### src/rtl/pipe_hazard_ctrl_pkg.sv
// Shared widths, ALU opcode encodings and scoreboard layout for the issue/hazard controller.
package pipe_hazard_ctrl_pkg;

  localparam int ADDR_W_DEF = 5;
  localparam int OP_W_DEF   = 2;
  localparam int DEPTH_DEF  = 3;
  localparam int CNT_W_DEF  = 16;

  typedef enum logic [OP_W_DEF-1:0] {
    OP_ADD = 2'd0,
    OP_SUB = 2'd1,
    OP_AND = 2'd2,
    OP_OR  = 2'd3
  } alu_op_e;

  // One scoreboard slot at default width: {valid, destination}.
  typedef struct packed {
    logic                  vld;
    logic [ADDR_W_DEF-1:0] addr;
  } pend_t;

endpackage

### src/rtl/pipe_hazard_ctrl_hazard_cmp.sv
// One source register against every scoreboard slot; combinational, no backpressure.
// match_any = hits that must stall (excludes a forwardable oldest hit when FWD_EN), match_oldest = forwardable hit.
module hazard_cmp #(
  parameter int ADDR_W = 5,
  parameter int DEPTH  = 3,
  parameter bit FWD_EN = 1'b0
) (
  input  logic [ADDR_W-1:0]            i_src,
  input  logic [DEPTH-1:0]             i_vld,
  input  logic [DEPTH-1:0][ADDR_W-1:0] i_addr,
  output logic                         o_match_any,
  output logic                         o_match_oldest
);

  logic [DEPTH-1:0] w_hit;

  always_comb begin
    w_hit = '0;
    for (int k = 0; k < DEPTH; k++) begin
      w_hit[k] = i_vld[k] && (i_addr[k] == i_src);
    end
  end

  // With forwarding the oldest slot's result is on the bypass, so only younger hits stall.
  assign o_match_any    = FWD_EN ? (|w_hit[DEPTH-2:0]) : (|w_hit);
  assign o_match_oldest = FWD_EN && w_hit[DEPTH-1];

endmodule

### src/rtl/pipe_hazard_ctrl.sv
// Issue/RAW-hazard controller: accept -> issue next cycle, 1/cycle; stalls fetch (ins_ready=0) on hazard or hold.
// Build option HAZARD_FWD_EN: oldest in-flight match forwards instead of stalling.
module pipe_hazard_ctrl
  import pipe_hazard_ctrl_pkg::*;
#(
  parameter int ADDR_W = ADDR_W_DEF,
  parameter int OP_W   = OP_W_DEF,
  parameter int DEPTH  = DEPTH_DEF,
  parameter int CNT_W  = CNT_W_DEF
) (
  input  logic              clk,
  input  logic              rstN,
  input  logic              ins_valid,
  output logic              ins_ready,
  input  logic [OP_W-1:0]   ins_op,
  input  logic [ADDR_W-1:0] ins_write_addr,
  input  logic [ADDR_W-1:0] ins_read_addr1,
  input  logic [ADDR_W-1:0] ins_read_addr2,
  input  logic              hold,
  output logic              issue_valid,
  output logic [OP_W-1:0]   issue_op,
  output logic [ADDR_W-1:0] issue_wr_addr,
  output logic [ADDR_W-1:0] issue_rd_addr1,
  output logic [ADDR_W-1:0] issue_rd_addr2,
  output logic              fwd_sel1,
  output logic              fwd_sel2,
  output logic [CNT_W-1:0]  stall_cnt,
  output logic [CNT_W-1:0]  issue_cnt
);

`ifdef HAZARD_FWD_EN
  localparam bit FWD_EN = 1'b1;
`else
  localparam bit FWD_EN = 1'b0;
`endif

  localparam logic [CNT_W-1:0] CNT_ONE = {{(CNT_W-1){1'b0}}, 1'b1};

  logic [DEPTH-1:0]             r_pend_vld;
  logic [DEPTH-1:0][ADDR_W-1:0] r_pend_addr;
  logic [OP_W-1:0]              r_op;
  logic [ADDR_W-1:0]            r_rd1;
  logic [ADDR_W-1:0]            r_rd2;
  logic                         r_fwd1;
  logic                         r_fwd2;
  logic [CNT_W-1:0]             r_stall_cnt;
  logic [CNT_W-1:0]             r_issue_cnt;

  logic              w_any1;
  logic              w_any2;
  logic              w_old1;
  logic              w_old2;
  logic              w_hazard;
  logic              w_accept;
  logic [ADDR_W-1:0] w_new_addr;

  hazard_cmp #(.ADDR_W(ADDR_W), .DEPTH(DEPTH), .FWD_EN(FWD_EN)) u_cmp_rd1 (
    .i_src          (ins_read_addr1),
    .i_vld          (r_pend_vld),
    .i_addr         (r_pend_addr),
    .o_match_any    (w_any1),
    .o_match_oldest (w_old1)
  );

  hazard_cmp #(.ADDR_W(ADDR_W), .DEPTH(DEPTH), .FWD_EN(FWD_EN)) u_cmp_rd2 (
    .i_src          (ins_read_addr2),
    .i_vld          (r_pend_vld),
    .i_addr         (r_pend_addr),
    .o_match_any    (w_any2),
    .o_match_oldest (w_old2)
  );

  assign w_hazard   = ins_valid && (w_any1 || w_any2);
  assign ins_ready  = !hold && !w_hazard;
  assign w_accept   = ins_valid && ins_ready;
  assign w_new_addr = w_accept ? ins_write_addr : {ADDR_W{1'b0}};

  always_ff @(posedge clk or negedge rstN) begin
    if (!rstN) begin
      r_pend_vld  <= '0;
      r_pend_addr <= '0;
      r_op        <= '0;
      r_rd1       <= '0;
      r_rd2       <= '0;
      r_fwd1      <= 1'b0;
      r_fwd2      <= 1'b0;
      r_stall_cnt <= '0;
      r_issue_cnt <= '0;
    end else if (!hold) begin
      // Slot 0 is the issue register; a stall drops a bubble into it.
      r_pend_vld  <= {r_pend_vld[DEPTH-2:0], w_accept};
      r_pend_addr <= {r_pend_addr[DEPTH-2:0], w_new_addr};
      r_op        <= w_accept ? ins_op : {OP_W{1'b0}};
      r_rd1       <= w_accept ? ins_read_addr1 : {ADDR_W{1'b0}};
      r_rd2       <= w_accept ? ins_read_addr2 : {ADDR_W{1'b0}};
      r_fwd1      <= w_accept && w_old1;
      r_fwd2      <= w_accept && w_old2;
      if (w_hazard && (r_stall_cnt != {CNT_W{1'b1}})) begin
        r_stall_cnt <= r_stall_cnt + CNT_ONE;
      end
      if (w_accept && (r_issue_cnt != {CNT_W{1'b1}})) begin
        r_issue_cnt <= r_issue_cnt + CNT_ONE;
      end
    end
  end

  assign issue_valid    = r_pend_vld[0];
  assign issue_op       = r_op;
  assign issue_wr_addr  = r_pend_addr[0];
  assign issue_rd_addr1 = r_rd1;
  assign issue_rd_addr2 = r_rd2;
  assign fwd_sel1       = r_fwd1;
  assign fwd_sel2       = r_fwd2;
  assign stall_cnt      = r_stall_cnt;
  assign issue_cnt      = r_issue_cnt;

endmodule

### config.mk
export PLATFORM = sky130hd
export DESIGN_NAME = pipe_hazard_ctrl
export DESIGN_NICKNAME = d
export VERILOG_FILES = /design/src/rtl/pipe_hazard_ctrl_pkg.sv /design/src/rtl/pipe_hazard_ctrl_hazard_cmp.sv /design/src/rtl/pipe_hazard_ctrl.sv
export SDC_FILE = /design/constraint.sdc
export NUM_CORES = 1
export LEC_CHECK = 0
export CAP_MARGIN = 10
export CORE_MARGIN = 1
export CORE_UTILIZATION = 27
export DETAILED_ROUTE_END_ITERATION = 12
export PLACE_DENSITY = 0.52
export SKIP_CTS_REPAIR_TIMING = 1
export SYNTH_ARGS = -nofsm -noshare
export SYNTH_HDL_FRONTEND = slang
export SYNTH_SLANG_ARGS = --single-unit
### constraint.sdc
create_clock -name clk -period 6.05 [get_ports clk]
set_input_delay 1.21 -clock clk [delete_from_list [all_inputs] [get_ports clk]]
set_output_delay 1.21 -clock clk [all_outputs]
set_load 0.01 [all_outputs]
# Yosys cells after proc, flatten, opt, wreduce, memory -nomap -nowiden
# Index checks and enable logic that the tools add are counted.
dict set report totals {
  output_inout_bits 53
  in_bits 21
  register_bits 62
}
dict set report classes {
  n_reduce_logical 18
  n_addsub 2
  muxes 4
  n_eq_ne 8
  bitwise 1
}
# operator count
set op_table {}
lappend op_table {{16-bit by 1-bit adder with 16-bit output (second input constant)} 2}
lappend op_table {{16-bit != test (second input constant)} 2}
lappend op_table {{5-bit equality test} 6}
lappend op_table {{5-bit two-way mux} 3}
lappend op_table {{1-bit logical AND} 11}
lappend op_table {{3-bit OR reduction} 2}
lappend op_table {{2-bit AND reduction} 2}
lappend op_table {{1-bit logical NOT} 2}
lappend op_table {{2-bit two-way mux} 1}
lappend op_table {{1-bit logical OR} 1}
lappend op_table {{1-bit inverter} 1}

# Depth between registers and ports, before layout
dict set report depth {
  ltp_word 10
  ltp_mapped 8
}

# By module
# From an unflattened synthesis, not the netlist that was laid out.
dict set report unflattened {
  cells_unflattened 267
  area_unflattened_um2 3119.2
}
# module cells_per_inst instances area_each_um2 seq_area_each_um2
set by_module_without_submodules {}
lappend by_module_without_submodules {pipe_hazard_ctrl 219 1 2756.4 1601.5}
lappend by_module_without_submodules {hazard_cmp 24 2 181.4 0.0}

# Worst setup path after synthesis
# No wires, ideal clock.
dict set report synth_timing {
  kind {in2out}
  startpoint {in ins_read_addr1[0]}
  endpoint {out ins_ready}
  path_buffers 0
  setup_slack_ns 2.724
  cell_stages 5
  arrival_ns 2.116
  required_time_ns 4.840
  cell_sequence {xor2_1 -> nor4_2 -> a32oi_1 -> nand3_1 -> a21oi_1}
}
dict set report synth_via {
  elab_chain_len 7
}
# item line
set synth_lines {}
lappend synth_lines {{start: declaration} pipe_hazard_ctrl.sv:17} ;# input logic [ADDR_W-1:0] ins_read_addr1,
lappend synth_lines {{5-bit equality test} pipe_hazard_ctrl_hazard_cmp.sv:20} ;# w_hit[k] = i_vld[k] && (i_addr[k] == i_src);
lappend synth_lines {{1-bit logical AND} pipe_hazard_ctrl_hazard_cmp.sv:20}
lappend synth_lines {{3-bit OR reduction (*)} pipe_hazard_ctrl_hazard_cmp.sv:25} ;# assign o_match_any = FWD_EN ? (|w_hit[DEPTH-2:0]) : (|w_hit);
lappend synth_lines {{1-bit logical OR (*)} pipe_hazard_ctrl.sv:73} ;# assign w_hazard = ins_valid && (w_any1 || w_any2);
lappend synth_lines {{1-bit logical AND (*)} pipe_hazard_ctrl.sv:73}
lappend synth_lines {{1-bit logical NOT (*)} pipe_hazard_ctrl.sv:74} ;# assign ins_ready = !hold && !w_hazard;
lappend synth_lines {{1-bit logical AND (*)} pipe_hazard_ctrl.sv:74}
lappend synth_lines {{end: declaration} pipe_hazard_ctrl.sv:14} ;# output logic ins_ready,
# Mark *: on every way between the ends. The rest lies on a longest branch, timed or not.

# Worst setup path in the final report
dict set report layout_timing {
  startpoint {in ins_read_addr1[4]}
  endpoint {out ins_ready}
}
# Same word-level chain as after synthesis.

==> out/metrics.cfg <==
[critical_path]
cp.required_ps = 4840
critPathLaunchType = primary input
arrival_ps = 3470
critical_path_class = primary input to output pin
cp-end-kind = output pin
path_max_fanout = 8

[sta]
skew_ps = 7.03
hold_viol = 0
setup_viol = 0
grt_setup_unrepaired = false
setup_slack_ps = 1370
max-slew-margin-rel = 0.309
finalSetupTns_ps = 0
fmax_mhz = 214
tightest_slew_ps = 1040
finalMaxSlewViolations = 0
min_period_over_period = 0.774
period_needed_ps = 4680

[yosys]
yosys-top-cells-count = dfrtp_1, xor2_1, xnor2_1, a22o_1, mux2_2
yosys_register_bits = 62
synthArstFlopShare = 1.00
synth.avg_cell_area_um2 = 11.7
yosys.area.top_type = dfrtp_1
netlist.area_leader.share = 0.499
synth.distinct_cells = 37
yosysSeqAreaShare = 0.499
yosys_warnings = 0
postSynthCellCount = 265
synth_area_leaders = dfrtp_1, xor2_1, mux2_2
ys.flop_type = dfrtp_1
synth_most_common_cell = dfrtp_1
syn-cell-area_um2 = 3110
synth_edf_count = 0

[final_layout]
fin_area_um2 = 4170
layout-drive-gt1-share = 0.119
fillers = 1126
diodes = 0
final_util = 0.378
regArea_um2 = 1550
final_nets = 356
multi_input_area_um2 = 1450
syn2layout_area_growth_pct = 34.1

[grt]
grt_pass1_wl_um = 11800
antenna_found_initial = 0
overflow = 0
track_usage = 0.131
grt_max_degree = 63
grt_pass1_vias = 2309

[floorplanning]
die_h_um = 109
start_util = 0.282
ios = 74
rows = 38
fp.dieArea_um2 = 12000
core_area_um2 = 11000
die_x_um = 109

[clock_tree]
clkTransAtPathRegs_ps = 50
ctsRootBufferMaster = clkbuf_16
clock-sinks = 62
cts_tree = yes
ctsHtreeMaxLevel = 3
clkLatencyLatePin_ps = 330
clockBufferDepth = 2
cts_buffers = 9

[route]
vias_per_cell = 4.73
num_vias = 2256
ant_nets = 0
routedWlPerCell_um = 15.0
drt_iter0_drc = 63
drc = 0
drt_pass1_iterations = 5
routed_wl_um = 7180

[placed_design]
globalplace.congestion = 0.785
place_hpwl_um = 5040
port_buffers = 71
placedInstanceArea_um2 = 3900
post-place-ws_ps = 1340

[job]
cap_violations = 0

[pwr]
powerDensity_nw_per_um2 = 298
ir_worst_vdd_v = 0.000172
power.leakage_uw = 0.00187

[worst_hold_path]
hold_path_class = flop to flop

[status]
status = finished clean

-- through the flow --
step                instances  total power (uW)  hold WS, ps
global route              477              1310          516
detailed placement        462               777          486
floorplan                 266               652          493
finish                    477              1240          491
global placement          462               773          480
CTS                       477              1260          496
-- area by class of cell --
| class | count | share of cell area |
|---|---|---|
| well taps | 140 | 0.0420 |
| multi-input cells | 187 | 0.347 |
| clock inverters | 4 | 0.00540 |
| clock buffers | 11 | 0.0606 |
| flip-flops and latches | 62 | 0.372 |
| repair buffers | 73 | 0.173 |
-- where the power goes --
group | switching [uW] | internal (uW)
sequential | 57.4 | 465
combinational | 107 | 138
clock | 180 | 295
total | 344 | 897
-- flip-flops by register name, summed over array words and instances, names as in the netlist --
register        count
issue_rd_addr1      5
issue_op            2
stall_cnt          16
r_pend_vld          3
issue_rd_addr2      5
issue_cnt          16
r_pend_addr        10
issue_wr_addr       5
-- kinds of logic after synthesis --
kind of cell,Yosys count,synth area share
other,1,0.00121
and+or+nand+nor,86,0.172
adders and majority gates,2,0.00804
xor gates and xnor gates,58,0.163
muxes,16,0.0579
DFF,62,0.499
buffers and inverters,17,0.0366
AOI/OAI and AO/OA,23,0.0624
-- layout by cell type, fill, tap and decap left out, drive strengths merged, types with 3 or more instances in the layout --
cell / instances
a22o: 17
a32oi: 3
and2: 6
and3: 9
buf: 3
clkbuf: 11
clkdlybuf4s50: 70
clkinv: 3
dfrtp: 62
mux2: 16
nand2: 14
nand3: 12
nand4: 11
nor2: 8
nor3: 6
nor3b: 3
nor4: 7
nor4b: 4
xnor2: 18
xor2: 40
-- path summary, 6_finish.rpt --
| check | startpoint | slack (ps) | end | depth (start not counted) |
|---|---|---|---|---|
| max | ins_read_addr1[4] | 1370 | ins_ready | 7 |
| min | stall_cnt[14] | 490 | stall_cnt[14] | 1 |
| max reg2reg | issue_wr_addr[4] | 3490 | issue_cnt[1] | 6 |
| min reg2reg | stall_cnt[14] | 490 | stall_cnt[14] | 1 |
| max in group asynchronous | rstN | 4460 | r_pend_vld[0] | 2 |
| min in group asynchronous | rstN | 1060 | stall_cnt[10] | 2 |
-- critical path, stage by stage --
cell and delay [ps]:
clkdlybuf4s50_1 590, xor2_1 250, nor4_1 90, a32oi_1 220
nand3_1 310, a21oi_1 250, clkdlybuf4s50_1 550
-- layer usage --
metal / track usage / routed length (um) / vias up / share of wire
li1: - / - / 1066 / -
met1: 0.163 / 3320 / 1117 / 0.46
met2: 0.211 / 3440 / 64 / 0.48
met3: 0.0403 / 317 / 9 / 0.044
met4: 0.0495 / 104 / 0 / 0.014
met5: 0 / 0 / - / 0
No activity file was read; power rests on OpenSTA's default activity.
